File: config.mk
export PLATFORM = sky130hd
export DESIGN_NAME = gds_frame_tx
export DESIGN_NICKNAME = d
export VERILOG_FILES = /design/src/rtl/gds_pkg.sv /design/src/rtl/gds_bit_timer.sv /design/src/rtl/gds_frame_tx.sv
export SDC_FILE = /design/constraint.sdc
export NUM_CORES = 1
export LEC_CHECK = 0
export BUFFER_PORTS_ARGS = -buffer_cell sky130_fd_sc_hd__buf_4
export CORE_AREA = 2 2 45 47
export CTS_BUF_LIST = sky130_fd_sc_hd__clkbuf_16
export CTS_CLUSTER_DIAMETER = 40
export DETAILED_ROUTE_END_ITERATION = 8
export DIE_AREA = 0 0 47 49
export GPL_TIMING_DRIVEN = 0
export SETUP_SLACK_MARGIN = 0.4
export SYNTH_ARGS = -nofsm -noshare
export SYNTH_HDL_FRONTEND = slang
export SYNTH_HIERARCHICAL = 1
export SYNTH_SLANG_ARGS = --single-unit
File: constraint.sdc
create_clock -name clk -period 4.8 [get_ports clk]
set_input_delay 1.2 -clock clk [delete_from_list [all_inputs] [get_ports clk]]
set_output_delay 1.2 -clock clk [all_outputs]
set_load 0.02 [all_outputs]
File: src/rtl/gds_pkg.sv
// Shared definitions for the garage-door-sensor serial link (transmitter and receiver).
package gds_pkg;

  // Frame state encoding shared with the receiver.
  typedef enum logic [2:0] {
    GDS_IDLE = 3'd0,
    GDS_PRE  = 3'd1,
    GDS_DATA = 3'd2,
    GDS_PAR  = 3'd3,
    GDS_STOP = 3'd4
  } gds_state_e;

  localparam int                    GDS_PRE_W    = 4;
  localparam logic [GDS_PRE_W-1:0]  GDS_PREAMBLE = 4'b1110;
  localparam int                    GDS_CODE_W   = 3;

  // Even parity bit over a code: 1 when the code has an odd number of ones.
  function automatic logic even_parity(input logic [31:0] v);
    return ^v;
  endfunction

endpackage

File: src/rtl/gds_bit_timer.sv
// Bit-period timer: bit_end is high on the last clk cycle of each line bit.
// restart realigns the period so the cycle after restart is cycle 0 of a new bit.
module gds_bit_timer #(
  parameter int BIT_CYCLES = 1
) (
  input  logic clk,
  input  logic arst_n,
  input  logic restart,
  output logic bit_end
);

  localparam int             CYC_W    = (BIT_CYCLES > 1) ? $clog2(BIT_CYCLES) : 1;
  localparam logic [CYC_W-1:0] CYC_LAST = CYC_W'(BIT_CYCLES - 1);

  logic [CYC_W-1:0] cyc_cnt_r;
  logic [CYC_W-1:0] cyc_cnt_nxt_s;
  logic             bit_end_r;

  // Next cycle count: restart or wrap at the bit boundary, otherwise advance.
  always_comb begin
    cyc_cnt_nxt_s = cyc_cnt_r;
    if (restart) begin
      cyc_cnt_nxt_s = {CYC_W{1'b0}};
    end else if (cyc_cnt_r == CYC_LAST) begin
      cyc_cnt_nxt_s = {CYC_W{1'b0}};
    end else begin
      cyc_cnt_nxt_s = cyc_cnt_r + CYC_W'(1);
    end
  end

  // Count register; bit_end is registered by looking one cycle ahead.
  always_ff @(posedge clk or negedge arst_n) begin
    if (!arst_n) begin
      cyc_cnt_r <= {CYC_W{1'b0}};
      bit_end_r <= (BIT_CYCLES == 1) ? 1'b1 : 1'b0;
    end else begin
      cyc_cnt_r <= cyc_cnt_nxt_s;
      bit_end_r <= (cyc_cnt_nxt_s == CYC_LAST) ? 1'b1 : 1'b0;
    end
  end

  assign bit_end = bit_end_r;

endmodule

File: src/rtl/gds_frame_tx.sv
// GDS serial transmitter: one code per handshake, framed as
// preamble | data MSB first | even parity | stop(0). Line idles low.
module gds_frame_tx
  import gds_pkg::*;
#(
  parameter int                DATA_W     = GDS_CODE_W,
  parameter int                PRE_W      = GDS_PRE_W,
  parameter logic [PRE_W-1:0]  PREAMBLE   = GDS_PREAMBLE,
  parameter int                BIT_CYCLES = 1
) (
  input  logic              clk,
  input  logic              arst_n,
  input  logic              tx_valid,
  input  logic [DATA_W-1:0] tx_data,
  output logic              tx_ready,
  output logic              gds_line,
  output logic              busy,
  output logic              done
);

  // Bits still queued after the first preamble bit: rest of preamble, data, parity, stop.
  localparam int FRAME_W = PRE_W + DATA_W + 1;
  localparam int CNT_MAX = ((PRE_W > DATA_W) ? PRE_W : DATA_W) - 1;
  localparam int CNT_W   = (CNT_MAX > 1) ? $clog2(CNT_MAX + 1) : 1;

  gds_state_e          state_r, state_nxt_s;
  logic [CNT_W-1:0]    bit_cnt_r, bit_cnt_nxt_s;
  logic [FRAME_W-1:0]  frame_r, frame_nxt_s;
  logic                line_r, line_nxt_s;
  logic                restart_s;
  logic                bit_end_s;

  gds_bit_timer #(
    .BIT_CYCLES (BIT_CYCLES)
  ) u_bit_timer (
    .clk     (clk),
    .arst_n  (arst_n),
    .restart (restart_s),
    .bit_end (bit_end_s)
  );

  // Next-state, bit counter, frame shifter and line value.
  always_comb begin
    state_nxt_s   = state_r;
    bit_cnt_nxt_s = bit_cnt_r;
    frame_nxt_s   = frame_r;
    line_nxt_s    = line_r;
    restart_s     = 1'b0;
    case (state_r)
      GDS_IDLE: begin
        line_nxt_s = 1'b0;
        if (tx_valid) begin
          state_nxt_s   = GDS_PRE;
          bit_cnt_nxt_s = {CNT_W{1'b0}};
          frame_nxt_s   = {PREAMBLE[PRE_W-2:0], tx_data,
                           even_parity(32'(tx_data)), 1'b0};
          line_nxt_s    = PREAMBLE[PRE_W-1];
          restart_s     = 1'b1;
        end else begin
          state_nxt_s = GDS_IDLE;
        end
      end
      GDS_PRE, GDS_DATA, GDS_PAR: begin
        if (bit_end_s) begin
          line_nxt_s  = frame_r[FRAME_W-1];
          frame_nxt_s = {frame_r[FRAME_W-2:0], 1'b0};
          if (state_r == GDS_PRE && bit_cnt_r == CNT_W'(PRE_W - 1)) begin
            state_nxt_s   = GDS_DATA;
            bit_cnt_nxt_s = {CNT_W{1'b0}};
          end else if (state_r == GDS_DATA && bit_cnt_r == CNT_W'(DATA_W - 1)) begin
            state_nxt_s   = GDS_PAR;
            bit_cnt_nxt_s = {CNT_W{1'b0}};
          end else if (state_r == GDS_PAR) begin
            state_nxt_s   = GDS_STOP;
            bit_cnt_nxt_s = {CNT_W{1'b0}};
          end else begin
            bit_cnt_nxt_s = bit_cnt_r + CNT_W'(1);
          end
        end else begin
          line_nxt_s = line_r;
        end
      end
      GDS_STOP: begin
        if (bit_end_s) begin
          state_nxt_s   = GDS_IDLE;
          bit_cnt_nxt_s = {CNT_W{1'b0}};
          line_nxt_s    = 1'b0;
        end else begin
          line_nxt_s = 1'b0;
        end
      end
      default: begin
        state_nxt_s   = GDS_IDLE;
        bit_cnt_nxt_s = {CNT_W{1'b0}};
        frame_nxt_s   = {FRAME_W{1'b0}};
        line_nxt_s    = 1'b0;
      end
    endcase
  end

  // State, counter, shift register and line register.
  always_ff @(posedge clk or negedge arst_n) begin
    if (!arst_n) begin
      state_r   <= GDS_IDLE;
      bit_cnt_r <= {CNT_W{1'b0}};
      frame_r   <= {FRAME_W{1'b0}};
      line_r    <= 1'b0;
    end else begin
      state_r   <= state_nxt_s;
      bit_cnt_r <= bit_cnt_nxt_s;
      frame_r   <= frame_nxt_s;
      line_r    <= line_nxt_s;
    end
  end

  assign gds_line = line_r;
  assign tx_ready = (state_r == GDS_IDLE);
  assign busy     = (state_r != GDS_IDLE);
  assign done     = (state_r == GDS_STOP) && bit_end_s;

endmodule
Word level (Yosys, flattened, before mapping):

Cells that the tools add are included.

* reductions and logical operators: 10
* bitwise logic cells: 1
* equal/unequal tests: 10
* add/subtract/negate cells: 2
* multiplexer cells: 24

Operator list (count)
* parity 32 bit: 1
* one-hot mux 8 bit (3 select lines): 1
* 2-to-1 mux 8 bit: 2
* 2-to-1 mux 3 bit: 5
* 2-to-1 mux 2 bit: 6
* one-hot mux 3 bit (3 select lines): 1
* AND reduction 3 bit: 3
* 2-to-1 mux 1 bit: 7
* == test 3 x 2 -> 1 bit, second input constant: 2
* one-hot mux 2 bit (3 select lines): 1
* == test 2 bit, second input constant: 2
* != test 2 x 1 -> 1 bit, second input constant: 2
* != test 4 bit, second input constant: 1
* == test 3 x 1 -> 1 bit, second input constant: 1
* == test 3 bit, second input constant: 1
* logical AND 1 bit: 3
* logical NOT 3 bit: 1
* nonzero test 3 bit: 1
* OR reduction 3 bit: 1
* adder 2 x 1 -> 2 bit, second input constant: 1
* != test 2 bit, second input constant: 1
* one-hot mux 1 bit (2 select lines): 1
* adder 1 bit, second input constant: 1
* NOT 1 bit: 1

* word-level logic and storage cells: 53
* register bits after elaboration: 16
* input port bits: 6

Depth between registers and ports, before layout:

* depth in word-level cells: 6
* mapped depth: 6
* mapped depth without buffers: 5

Modules after synthesis:

The synthesis kept the hierarchy.

By module, submodules not included
* gds_frame_tx: cells an instance 81, area an instance 798.3 sq um, times used 1
* gds_bit_timer: cells an instance 2, area an instance 11.3 sq um, times used 1

Worst setup path after synthesis:

No wires, ideal clock.

* kind: reg-to-output
* start: register state_r[1]
* end: output busy
* arrival time: 1.386 ns
* data required time: 3.600 ns
* cell stages (with the launch flop): 5
* path slack: 2.214 ns
* cells stage by stage: dfrtp_1 or2_2 clkbuf_1 nor2_1 inv_1

* cells in the longest elaborated chain, start to end: 1

Ends and longest elaborated chain
* start, declared: RTL line gds_frame_tx.sv:26 `gds_state_e state_r, state_nxt_s;`
* start signal, assigned: RTL line gds_frame_tx.sv:109 `state_r <= state_nxt_s;`
* nonzero test 3 bit: RTL line gds_frame_tx.sv:118 `assign busy = (state_r != GDS_IDLE);`
* end, declared: RTL line gds_frame_tx.sv:17 `output logic busy,`

No other way between the ends.

Final worst setup path:

Same ends and word-level chain as after synthesis.

==> out/metrics.cfg <==
[status]
outcome=complete, no violations

[timing]
period_minus_slack_ns=2.74
tightest_slew_ns=0.538
setup_tns_ns=0
post-route-period-util_pct=57.2
skew_ns=0.00863
slew_viol_final=0
hold_viol=0
setup_slack_ns=2.06
fmax_ghz=0.364
slew_headroom_pct=64.1
setup_viol=0
rsz0062_at_grt=no

[clock_network]
cts_hold_buffers=0
clkSinkCount=13
clockBufferDepth=2
cts_root_buffer=clkbuf_16
post_cts_buffers=0
cts_made_buffers=3
clock_latency_ns=0.24
path_clk_slew_ns=0.05
ctsResizeCount=0
cts_max_level=1
cts_tree=built

[run]
drv_cap=0

[global_route]
antenna_found_initial=0
first_global_vias=567
grt_max_degree=14
grt_pass1_wl_microns=2590
gr-total-overflow=0
grtUsageTotal_pct=15.9

[synth]
ys_seq_area_share_pct=40.2
avgSynthCellArea_sq_um=9.75
yosys_register_bits=13
syn_inst=83
synth_area_leader_cell=dfrtp_1
synth_top_cell_area_share_pct=40.2
synth_area_leaders=dfrtp_1 40%, mux2i_1 7.4%, nand3_1 4.3%, buf_6 4.2%, ha_1 3.1%
syn-num-nets=91
synth_cell_types=31
syn_area_sq_um=810
yosysWarnings=6

[route]
ant_nets=0
vias_per_cell=4.89
drt_first_iter_violations=11
vias=602
remaining_drc_errors=0
drt-total-wl_microns=1570
firstDrtPassIters=4
drt-wirelength-per-cell_microns=12.8

[placement]
hpwl_microns=1140
routabilityCongestion=0.697
io_buffers=9
dp_slack_ns=2.23

[worst_setup_path]
arrival_ns=1.54
critPathMaxFanout=7
crit_start=state_r[1]$_DFFE_PN0P_
startpoint_type=register
r2r_start=state_r[2]$_DFFE_PN0P_
critPathKind=reg2out
crit_path_end_kind=output port
critPathRequiredTime_ns=3.60

[power]
powerDensity_nw_per_um2=633
power_switching_uw=223
peakVddDrop_uv=367
intPower_uw=403
netSwitchingFraction_pct=35.6
p_leak_uw=0.000484
power.share.clock_pct=24.6
combPwrFrac_pct=45.8
p_seq_share_pct=29.6

[cells_and_area]
syn_to_final_growth_pct=22.3
final_nets=105
drive_gt1_share_pct=24.0
layout.cells.most_common=dfrtp_1
insertedDiodeCount=0
layout_common_cells=13 x dfrtp_1, 10 x buf_4, 7 x nand3_1
nFillCells=170

[min_path]
worstHoldStart=frame_r[5]$_DFFE_PN0P_
min_path_type=reg2reg

[floorplanning]
core_sq_um=1840
die_y_microns=49
initial_core_util_pct=44.0
io_pins=10
dieArea_sq_um=2300
dieWidth_microns=47
rows=16

==> layout make-up <==
cell class / instances / area [sq um] / share of cell area [%]
multi-input cells: 56 / 405 / 41.0
flip-flops and latches: 13 / 325 / 32.9
inverters: 5 / 18.8 / 1.90
well taps: 27 / 33.8 / 3.41
repair buffers: 9 / 67.6 / 6.83
clock buffers: 3 / 75.1 / 7.59
plain buffers: 9 / 60.1 / 6.07
clock inverters: 1 / 3.75 / 0.379
==> layer usage <==
metal / vias to the layer above / global-route usage, % / wire length [microns]
met1: 277 / 22.8 / 791
met3: 4 / 5.56 / 65
met5: - / 0 / 0
met4: 0 / 5.56 / 23
met2: 9 / 21.9 / 692
li1: 312 / - / -
==> power by group through the flow <==
stage	Clock [uW]	Combinational [uW]	Sequential, uW
after detailed placement	0	287	187
after CTS	158	288	186
final	154	287	185
after global routing	163	319	191
after global placement	0	281	184
after floorplan	0	219	185
==> cell families after synthesis <==
| logic type | share of synthesized area, % |
|---|---|
| AO/OA/AOI/OAI | 14.8 |
| flip-flops | 40.2 |
| adder cells (fa/ha/maj) | 3.09 |
| other | 0.463 |
| AND/OR/NAND/NOR | 18.9 |
| XOR/XNOR | 2.16 |
| multiplexers | 10.7 |
| buffers and inverters | 9.74 |
==> through the flow <==
step	cell area, sq um	total power [uW]	util (%)	std cells	hold slack (ns)
final	990	626	53.7	123	0.475
after global routing	990	674	53.7	123	0.505
after CTS	990	632	53.7	123	0.477
after detailed placement	911	474	49.5	119	0.467
after global placement	911	465	49.5	119	0.459
after floorplan	810	404	-	83	0.450
==> worst max-delay path: stages (launching register included) <==
cell and delay [ns]:
dfrtp_1 0.40, or2_2 0.30, clkbuf_1 0.21, nor2_1 0.18, inv_1 0.05, buf_4 0.15
==> final timing paths <==
path	to	slack, ns	depth (start not counted)
worst min-delay path	frame_r[5]$_DFFE_PN0P_	0.48	1
min in group asynchronous	state_r[1]$_DFFE_PN0P_	0.79	1
worst min register to register	frame_r[5]$_DFFE_PN0P_	0.48	1
max in group asynchronous	bit_cnt_r[0]$_DFFE_PN0P_	3.84	1
worst max register to register	frame_r[6]$_DFFE_PN0P_	2.94	6
worst max-delay path	busy	2.06	5
==> synth_stat cells, drive strengths merged <==
master,n
a21oi,3
nor3b,2
clkbuf,5
o21ai,4
nand3b,1
inv,5
buf,4
conb,1
and2,1
a22o,1
nor4b,1
xnor2,2
a21o,2
o22ai,1
nand3,7
nor2,6
dfrtp,13
and3,1
or2,1
or4b,1
a211oi,1
nand2,2
mux2i,6
ha,2
nand2b,2
mux2,2
nand4b,1
o31ai,5
==> state kept, by name, summed over array words and instances (netlist names) <==
signal,count
bit_cnt_r,2
state_r,3
frame_r,7
gds_line,1
Note: power is estimated with default switching activity, not from simulation.
